**src/rtl/striping_pkg.sv**
```systemverilog
// Shared constants and types for the byte striper and its lane registers.
package striping_pkg;

    localparam int LANES        = 2;
    localparam int WORD_W       = 32;
    localparam int CNT_W_DEF    = 16;
    localparam int IDLE_GAP_DEF = 2;
    localparam int GAP_W        = 4;

    typedef logic lane_idx_t;

    localparam lane_idx_t LANE_0 = 1'b0;
    localparam lane_idx_t LANE_1 = 1'b1;

    // Saturating increment of the idle counter.
    function automatic logic [GAP_W-1:0] gap_next(input logic [GAP_W-1:0] gap,
                                                  input logic [GAP_W-1:0] gap_max);
        logic [GAP_W-1:0] res;
        if (gap < gap_max) begin
            res = gap + 4'd1;
        end else begin
            res = gap_max;
        end
        return res;
    endfunction

endpackage

```
**src/rtl/byte_striping_if.sv**
```systemverilog
// Word input and two-lane output bundle of the byte striper.
interface byte_striping_if #(
    parameter int WIDTH = 32,
    parameter int CNT_W = 16
);
    logic             valid_in;
    logic [WIDTH-1:0] data_in;
    logic             valid_0;
    logic [WIDTH-1:0] lane_0;
    logic             valid_1;
    logic [WIDTH-1:0] lane_1;
    logic [CNT_W-1:0] cnt_0;
    logic [CNT_W-1:0] cnt_1;
    logic             odd_burst;

    modport master (
        output valid_in, data_in,
        input  valid_0, lane_0, valid_1, lane_1, cnt_0, cnt_1, odd_burst
    );

    modport slave (
        input  valid_in, data_in,
        output valid_0, lane_0, valid_1, lane_1, cnt_0, cnt_1, odd_burst
    );
endinterface

```
**src/rtl/byte_striping_lane.sv**
```systemverilog
// One output lane: data/valid registers plus a wrapping count of words sent.
module byte_striping_lane #(
    parameter int WIDTH = 32,
    parameter int CNT_W = 16
) (
    input  logic             clk,
    input  logic             reset,
    input  logic             wr_en_i,
    input  logic [WIDTH-1:0] data_i,
    output logic             valid_o,
    output logic [WIDTH-1:0] data_o,
    output logic [CNT_W-1:0] cnt_o
);

    logic             valid_q, valid_d;
    logic [WIDTH-1:0] data_q,  data_d;
    logic [CNT_W-1:0] cnt_q,   cnt_d;

    // Next-state: capture on write, otherwise hold data and drop valid.
    always_comb begin
        valid_d = 1'b0;
        data_d  = data_q;
        cnt_d   = cnt_q;
        if (wr_en_i) begin
            valid_d = 1'b1;
            data_d  = data_i;
            cnt_d   = cnt_q + {{(CNT_W-1){1'b0}}, 1'b1};
        end else begin
            valid_d = 1'b0;
        end
    end

    // Lane state registers.
    always_ff @(posedge clk) begin
        if (reset) begin
            valid_q <= 1'b0;
            data_q  <= '0;
            cnt_q   <= '0;
        end else begin
            valid_q <= valid_d;
            data_q  <= data_d;
            cnt_q   <= cnt_d;
        end
    end

    assign valid_o = valid_q;
    assign data_o  = data_q;
    assign cnt_o   = cnt_q;

endmodule

```
**src/rtl/byte_striping.sv**
```systemverilog
// Alternates input words onto two lanes, realigning to lane 0 after an idle gap
// and flagging bursts that ended on an unpaired lane-0 word.
module byte_striping
    import striping_pkg::*;
#(
    parameter int WIDTH    = WORD_W,
    parameter int IDLE_GAP = IDLE_GAP_DEF,
    parameter int CNT_W    = CNT_W_DEF
) (
    input  logic           clk,
    input  logic           reset,
    byte_striping_if.slave bus
);

    localparam logic [GAP_W-1:0] GAP_MAX = GAP_W'(IDLE_GAP);

    lane_idx_t        sel_q, sel_d;
    logic [GAP_W-1:0] gap_q, gap_d;
    logic             odd_q, odd_d;
    logic             wr_0_s, wr_1_s;

    // Lane steering, idle counting and realignment decision.
    always_comb begin
        sel_d  = sel_q;
        gap_d  = gap_q;
        odd_d  = 1'b0;
        wr_0_s = 1'b0;
        wr_1_s = 1'b0;
        if (bus.valid_in) begin
            wr_0_s = (sel_q == LANE_0);
            wr_1_s = (sel_q == LANE_1);
            sel_d  = ~sel_q;
            gap_d  = '0;
        end else begin
            gap_d = gap_next(gap_q, GAP_MAX);
            // Realign only on the transition into the saturated state.
            if ((gap_q != GAP_MAX) && (gap_d == GAP_MAX)) begin
                sel_d = LANE_0;
                odd_d = (sel_q == LANE_1);
            end else begin
                sel_d = sel_q;
                odd_d = 1'b0;
            end
        end
    end

    // Steering state and registered odd-burst pulse.
    always_ff @(posedge clk) begin
        if (reset) begin
            sel_q <= LANE_0;
            gap_q <= '0;
            odd_q <= 1'b0;
        end else begin
            sel_q <= sel_d;
            gap_q <= gap_d;
            odd_q <= odd_d;
        end
    end

    byte_striping_lane #(.WIDTH(WIDTH), .CNT_W(CNT_W)) u_lane_0 (
        .clk     (clk),
        .reset   (reset),
        .wr_en_i (wr_0_s),
        .data_i  (bus.data_in),
        .valid_o (bus.valid_0),
        .data_o  (bus.lane_0),
        .cnt_o   (bus.cnt_0)
    );

    byte_striping_lane #(.WIDTH(WIDTH), .CNT_W(CNT_W)) u_lane_1 (
        .clk     (clk),
        .reset   (reset),
        .wr_en_i (wr_1_s),
        .data_i  (bus.data_in),
        .valid_o (bus.valid_1),
        .data_o  (bus.lane_1),
        .cnt_o   (bus.cnt_1)
    );

    assign bus.odd_burst = odd_q;

endmodule
```
**src/flat_wrapper.sv**
```systemverilog
// flat-port wrapper written by rule: the top's interface ports become plain ports
module byte_striping_flat import striping_pkg::*;
#(
    parameter int WIDTH    = WORD_W,
    parameter int IDLE_GAP = IDLE_GAP_DEF,
    parameter int CNT_W    = CNT_W_DEF
)
  (clk, reset, bus_valid_in, bus_data_in, bus_valid_0, bus_lane_0, bus_valid_1, bus_lane_1, bus_cnt_0, bus_cnt_1, bus_odd_burst);
  byte_striping_if #(.WIDTH(WIDTH), .CNT_W(CNT_W)) bus_i ();
  input  logic clk;
  input  logic reset;
  input wire logic [$bits(bus_i.valid_in)-1:0] bus_valid_in;
  input wire logic [$bits(bus_i.data_in)-1:0] bus_data_in;
  output wire logic [$bits(bus_i.valid_0)-1:0] bus_valid_0;
  output wire logic [$bits(bus_i.lane_0)-1:0] bus_lane_0;
  output wire logic [$bits(bus_i.valid_1)-1:0] bus_valid_1;
  output wire logic [$bits(bus_i.lane_1)-1:0] bus_lane_1;
  output wire logic [$bits(bus_i.cnt_0)-1:0] bus_cnt_0;
  output wire logic [$bits(bus_i.cnt_1)-1:0] bus_cnt_1;
  output wire logic [$bits(bus_i.odd_burst)-1:0] bus_odd_burst;
  assign bus_i.valid_in = bus_valid_in;
  assign bus_i.data_in = bus_data_in;
  assign bus_valid_0 = bus_i.valid_0;
  assign bus_lane_0 = bus_i.lane_0;
  assign bus_valid_1 = bus_i.valid_1;
  assign bus_lane_1 = bus_i.lane_1;
  assign bus_cnt_0 = bus_i.cnt_0;
  assign bus_cnt_1 = bus_i.cnt_1;
  assign bus_odd_burst = bus_i.odd_burst;
  byte_striping #(.WIDTH(WIDTH), .IDLE_GAP(IDLE_GAP), .CNT_W(CNT_W)) u_core (.clk(clk), .reset(reset), .bus(bus_i));
endmodule
```
**config.mk**
```make
export PLATFORM = sky130hd
export DESIGN_NAME = byte_striping_flat
export DESIGN_NICKNAME = d
export VERILOG_FILES = /design/src/rtl/striping_pkg.sv /design/src/rtl/byte_striping_if.sv /design/src/rtl/byte_striping_lane.sv /design/src/rtl/byte_striping.sv /design/src/flat_wrapper.sv
export SDC_FILE = /design/constraint.sdc
export NUM_CORES = 1
export LEC_CHECK = 0
export ABC_CLOCK_PERIOD_IN_PS = 4650
export BUFFER_PORTS_ARGS = -buffer_cell sky130_fd_sc_hd__clkbuf_2
export CAP_MARGIN = 15
export CORE_MARGIN = 2
export CORE_UTILIZATION = 45
export CTS_CLUSTER_DIAMETER = 60
export DETAILED_ROUTE_END_ITERATION = 10
export HOLD_SLACK_MARGIN = 0.05
export PLACE_DENSITY = 0.78
export REMOVE_ABC_BUFFERS = 1
export SYNTH_ARGS = -nofsm -noshare
export SYNTH_HDL_FRONTEND = slang
export SYNTH_SLANG_ARGS = --single-unit
```
**constraint.sdc**
```tcl
create_clock -name clk -period 4.65 [get_ports clk]
set_input_delay 0.93 -clock clk [delete_from_list [all_inputs] [get_ports clk]]
set_output_delay 0.93 -clock clk [all_outputs]
set_load 0.01 [all_outputs]
```
==> reports/results.ini, run 1 <==
[routing]
drc = 0
wl_met1_microns = 4047
wl_met3_microns = 720
viasPerCell = 5.050
dr_wl_met2_microns = 4264
highest_layer = met4
vias = 3555
postRouteAntennaNets = 0
dr.first_iter.drc_count = 156
wl_per_cell_microns = 13.01
dr.pass1.iters = 4
wl_microns = 9156

[clock_tree]
postCtsSetupBuffers = 0
clkLatencyLatePin_ns = 0.36
cts_made_buffers = 9
cts_root_buf = clkbuf_8
cts_hold_buffers = 0
cts_tree = yes
cts_resized = 0
clk_pin_slew_worst_paths_ns = 0.11
clkSinkCount = 104
clk_path_buf_depth = 2
htree_levels = 3

[run_status]
status = finished clean

[setup_path]
cpMostUsedCell = nand2_1
cp_num_buf_inv = 1
crit_path_start_kind = input port
criticalPathCategory = input port to flip-flop
worst_ep_required_time_ns = 4.94
crit_arrival_ns = 2.25
max_stage_delay_ns = 0.82
endpoint_kind = flip-flop
path_cells = clkbuf_2, nand2_1, nand2_1, a21oi_1
reg2reg_slack_ns = 2.97
critPathMaxFanout = 34
crit_family = simple AND/OR/NAND/NOR gates
crit_slowest_cell = nand2_1

[placement]
gp_congestion = 0.7700
dpl.cell_count = 688
port_buffers = 133
dp_hpwl_microns = 6373
dpl_cell_area_sq_um = 4634

[cells_and_area]
fin_area_sq_um = 4858
multi_input_area_sq_um = 1702
seqCellArea_sq_um = 2082
drive_gt1_frac = 0.2718
instances_no_fill = 704
nets = 630
area_delta_synth_final_pct = 23.78
nFillCells = 793
num_antenna_cells = 0

[die]
die_h_microns = 97.40
die_w_microns = 97.40
fp.coreArea_sq_um = 8593
dieArea_sq_um = 9486
rows = 34
initial_core_util = 0.4568
ioPinCount = 134

[yosys]
synth_top_area_cell = dfxtp_1
synth_area_sq_um = 3925
ys_seq_area_frac = 0.5304
synth-async-reset-ratio = 0
synth.distinct_cells = 37
ys_top_cells_by_area = dfxtp_1 53%, nand2_1 14%, a21oi_1 9.1%
synth-seq-cells = 104
synthFlopType = dfxtp_1
postSynthCellCount = 472
avgSynthCellArea_sq_um = 8.316
synth_edf_count = 0
ys_warn_count = 0
synth_top_area_frac = 0.5304

[power_and_ir_drop]
leakage_nw = 2.094
powerDensity_nw_per_um2 = 354.0
ir_drop_mv = 0.1945

[timing]
finalCriticalPeriod_ns = 1.959
final_hold_viol_count = 0
worst_clock_skew_ns = 0.01484
clock.fmax_mhz = 510.5
worst_hold_slack_ns = 0.4587
tightest_slew_ns = 1.088
fin_crit_sh = 0.4212
rsz0062_at_grt = false
fin_tns_setup_ns = 0
drv_slew = 0
slew-limit-headroom = 0.2731
setup_viol = 0

[global_routing]
grt_pass1_wl_microns = 15350
track_usage = 0.1950
overflow = 0
grt_max_degree = 63
grt_pass1_vias = 3361
antenna_found_initial = 0

[flow_run]
drv_cap = 0

[min_path]
hp-class = flip-flop to flip-flop

-- worst paths after layout --
| path | from | endpoint | cells after the start |
|---|---|---|---|
| max | bus_valid_in | u_core.u_lane_1.data_o[20]$_SDFFE_PP0P_ | 4 |
| min | u_core.u_lane_1.data_o[5]$_SDFFE_PP0P_ | u_core.u_lane_1.data_o[5]$_SDFFE_PP0P_ | 2 |
| max reg2reg | u_core.u_lane_0.cnt_o[0]$_SDFFE_PP0P_ | u_core.u_lane_0.cnt_o[12]$_SDFFE_PP0P_ | 5 |
| min reg2reg | u_core.u_lane_1.data_o[5]$_SDFFE_PP0P_ | u_core.u_lane_1.data_o[5]$_SDFFE_PP0P_ | 2 |
-- layer usage --
layer	track usage	vias up
met5	0	-
met4	0.07906	0
met3	0.06187	12
met2	0.3172	114
met1	0.2405	1637
li1	-	1792
-- registers in the layout, summed over array words and instances, names as in the netlist --
register and count:
u_core.gap_q 4, u_core.u_lane_0.cnt_o 16, u_core.u_lane_1.data_o 32, u_core.u_lane_1.cnt_o 16
u_core.u_lane_0.valid_o 1, u_core.bus.odd_burst 1, u_core.u_lane_0.data_o 32, u_core.u_lane_1.valid_o 1
u_core.sel_q 1
-- placed cells by master, fill, tap and decap left out, types with 2 or more instances in the layout --
cell type  count
nand2_1      144
clkbuf_2     132
dfxtp_1      104
a21oi_1       71
nor2_1        30
nand3_1       12
xor2_1        11
xnor2_1       10
clkbuf_8       9
nand4_1        7
o21ai_0        6
and3_1         5
nor2b_1        5
nor3_1         5
or3_1          4
mux2_2         4
ha_1           4
and4_1         3
inv_6          3
buf_4          3
inv_1          2
nor4_2         2
bufinv_16      2
-- where the power goes --
| part | leakage (nW) | switching (W) | internal [W] |
|---|---|---|---|
| Sequential | 0.847 | 0.0000197 | 0.000922 |
| Combinational | 1.13 | 0.0000936 | 0.0000566 |
| Clock | 0.115 | 0.000319 | 0.000309 |
-- metrics by stage --
step	power [W]	setup slack (ns)	util
after floorplan	0.001028	2.586	-
after global placement	0.001108	2.310	0.5393
after detailed placement	0.001113	2.296	0.5393
after CTS	0.001735	2.677	0.5654
after global routing	0.001790	2.502	0.5654
final	0.001720	2.691	0.5654
-- area by class of cell --
type                    instances  share of cell area
flip-flops and latches        104              0.4285
repair buffers                137              0.1458
well taps                     108             0.02781
clock buffers                   9             0.02550
clock inverters                 7             0.02060
inverters                       2            0.001545
multi-input cells             337              0.3502
-- logic make-up after synthesis --
group,synth area share
buffers and inverters,0.03602
other,0.0009554
multiplexers,0.01148
flip-flops,0.5304
adder cells (fa/ha/maj),0.01275
XOR/XNOR,0.04686
AO/OA/AOI/OAI,0.1017
AND/OR/NAND/NOR,0.2598
-- synthesized netlist by cell type (2+ instances only) --
library cell	n
clkbuf_1	17
buf_2	5
and4_1	3
buf_1	4
nand4_1	7
a21oi_1	71
xor2_1	11
nor3_1	5
inv_1	2
nor2b_1	5
o21ai_0	6
xnor2_1	10
or3_1	4
nand3_1	12
nor2_1	30
and3_1	5
nand2_1	144
dfxtp_1	104
ha_1	4
mux2_2	4
buf_6	2
nor4_2	2
-- worst min-delay path, cell delays in order (launching register included) --
cell     delay [ns]
dfxtp_1        0.32
nand2_1        0.05
a21oi_1        0.05
Power figures use the tool's default switching activity.
==> run 2, diff against run 1 <==
--- a/config.mk
+++ b/config.mk
@@ -5,7 +5,7 @@
 export SDC_FILE = /design/constraint.sdc
 export NUM_CORES = 1
 export LEC_CHECK = 0
-export ABC_CLOCK_PERIOD_IN_PS = 4650
+export ABC_CLOCK_PERIOD_IN_PS = 1600
 export BUFFER_PORTS_ARGS = -buffer_cell sky130_fd_sc_hd__clkbuf_2
 export CAP_MARGIN = 15
 export CORE_MARGIN = 2
@@ -13,7 +13,7 @@
 export CTS_CLUSTER_DIAMETER = 60
 export DETAILED_ROUTE_END_ITERATION = 10
 export HOLD_SLACK_MARGIN = 0.05
-export PLACE_DENSITY = 0.78
+export PLACE_DENSITY = 0.81
 export REMOVE_ABC_BUFFERS = 1
 export SYNTH_ARGS = -nofsm -noshare
 export SYNTH_HDL_FRONTEND = slang
==> constraint.sdc (replaced) <==
create_clock -name clk -period 1.6 [get_ports clk]
set_input_delay 0.32 -clock clk [delete_from_list [all_inputs] [get_ports clk]]
set_output_delay 0.32 -clock clk [all_outputs]
set_load 0.01 [all_outputs]
==> reports/results.ini, run 2 (synthesized netlist as in run 1, its figures left out) <==
[routing]
wl_microns = 9950
wl_per_cell_microns = 13.57
viasPerCell = 5.090
postRouteAntennaNets = 0
dr.pass1.iters = 7
vias = 3731
dr.first_iter.drc_count = 138
drc = 0

[cells_and_area]
layout_common_cells = 144 x nand2_1, 132 x clkbuf_2, 101 x dfxtp_1
nFillCells = 781
fin_util = 0.5954
area_delta_synth_final_pct = 30.35
fin_area_sq_um = 5116
instances_no_fill = 733
drive_gt1_frac = 0.3136
nets = 659
final_common_cell = nand2_1
num_antenna_cells = 0

[timing]
clock.fmax_mhz = 651.0
worst_clock_skew_ns = 0.007130
setup_viol = 0
final_hold_viol_count = 0
finalCriticalPeriod_ns = 1.536
drv_slew = 0
fin_crit_sh = 0.9601

[power_and_ir_drop]
leakage_nw = 2.247
comb_power_share = 0.103
clock_power_share = 0.327
ir_drop_mv = 0.4808
swShare = 0.2728
switching_power_w = 0.001306
p_int_w = 0.003482
powerDensity_nw_per_um2 = 935.9
seq_power_share = 0.571

[setup_path]
max_stage_delay_ns = 0.51
reg2reg_from = u_core.u_lane_0.cnt_o[1]$_SDFFE_PP0P_
crit_start = u_core.u_lane_0.cnt_o[1]$_SDFFE_PP0P_
endpoint_kind = flip-flop
crit_path_start_kind = flip-flop
worst_ep_required_time_ns = 1.90
critPathMaxFanout = 5
path_cells = ha_2, and3_4, nand2_1, or4b_1, a21oi_1
criticalPathCategory = flip-flop to flip-flop
crit_slowest_cell = or4b_1
crit_arrival_ns = 1.84

[placement]
dpl_cell_area_sq_um = 4895
dp_hpwl_microns = 7107
port_buffers = 133
gp_congestion = 0.8669
dpl.cell_count = 716

[global_routing]
overflow = 0
grt_pass1_wl_microns = 16450
track_usage = 0.2094
antenna_found_initial = 0
grt_pass1_vias = 3502
grt_max_degree = 61

[clock_tree]
htree_levels = 3
clkLatencyLatePin_ns = 0.36
cts_root_buf = clkbuf_8
clk_path_buf_depth = 2
clkSinkCount = 104
cts_made_buffers = 9
clk_pin_slew_worst_paths_ns = 0.11
cts_tree = yes

[min_path]
hp-class = input port to flip-flop
hold_start = bus_data_in[3]

[die]
ioPinCount = 134
die_h_microns = 97.40
dieArea_sq_um = 9486
rows = 34
fp.coreArea_sq_um = 8593
die_w_microns = 97.40
initial_core_util = 0.4568

[flow_run]
drv_cap = 0

[run_status]
status = finished clean

run 2: per-layer routing:
metal  track usage  up-vias  share of wire
met1        0.2582     1733           0.42
li1              -     1849              -
met3       0.07626        9          0.087
met2        0.3485      140           0.48
met5             0        -              0
met4       0.05342        0         0.0098
run 2: final timing paths:
kind / endpoint / slack [ns] / depth (start not counted)
setup / recovery: u_core.u_lane_0.cnt_o[12]$_SDFFE_PP0P_ / 0.06 / 5
hold / removal: u_core.u_lane_0.data_o[3]$_SDFFE_PP0P_ / 0.17 / 3
setup reg to reg: u_core.u_lane_0.cnt_o[12]$_SDFFE_PP0P_ / 0.06 / 5
hold reg to reg: u_core.u_lane_1.data_o[21]$_SDFFE_PP0P_ / 0.46 / 2
run 2: power by group through the flow:
stage / sequential [W] / clock [W] / combinational [W]
final: 0.00273 / 0.00156 / 0.000491
after global placement: 0.00278 / 0 / 0.000480
after CTS: 0.00273 / 0.00160 / 0.000494
after global routing: 0.00274 / 0.00172 / 0.000545
after detailed placement: 0.00279 / 0 / 0.000493
after floorplan: 0.00283 / 0 / 0.000158
run 2: final cells by class:
type | instances | area (sq um) | share of cell area
Sequential cell | 104 | 2086 | 0.4077
Multi-Input combinational cell | 337 | 1723 | 0.3368
Timing Repair Buffer | 166 | 975.9 | 0.1908
Tap cell | 108 | 135.1 | 0.02641
Clock buffer | 9 | 123.9 | 0.02421
Clock inverter | 7 | 65.06 | 0.01272
Inverter | 2 | 7.507 | 0.001467
run 2: worst max-delay path: cells and delay by family, from the launching register on:
kind	cells	cell delay, ns
compound gates	1	0.15
fa+ha+maj	1	0.19
flops	1	0.36
simple gates	3	0.77
run 2: stage by stage:
stage                TNS (ns)  worst slack, ns  power, W  hold slack, ns
CTS                         0          0.02502  0.004824          0.1544
global route         -0.04297         -0.01913  0.005006          0.1545
detailed placement  -0.001441        -0.001441  0.003282          0.4459
floorplan                   0          0.02188  0.002987          0.3891
finish                      0          0.06379  0.004788          0.1741
global placement            0          0.04242  0.003263          0.4414
run 2: repair_timing:
| item | CTS | global route |
|---|---|---|
| buffers inserted | 0 | 1 |
| hold buffers | 0 | 0 |
| setup endpoints to repair | 0 | 9 |
| resized for setup | 0 | 7 |
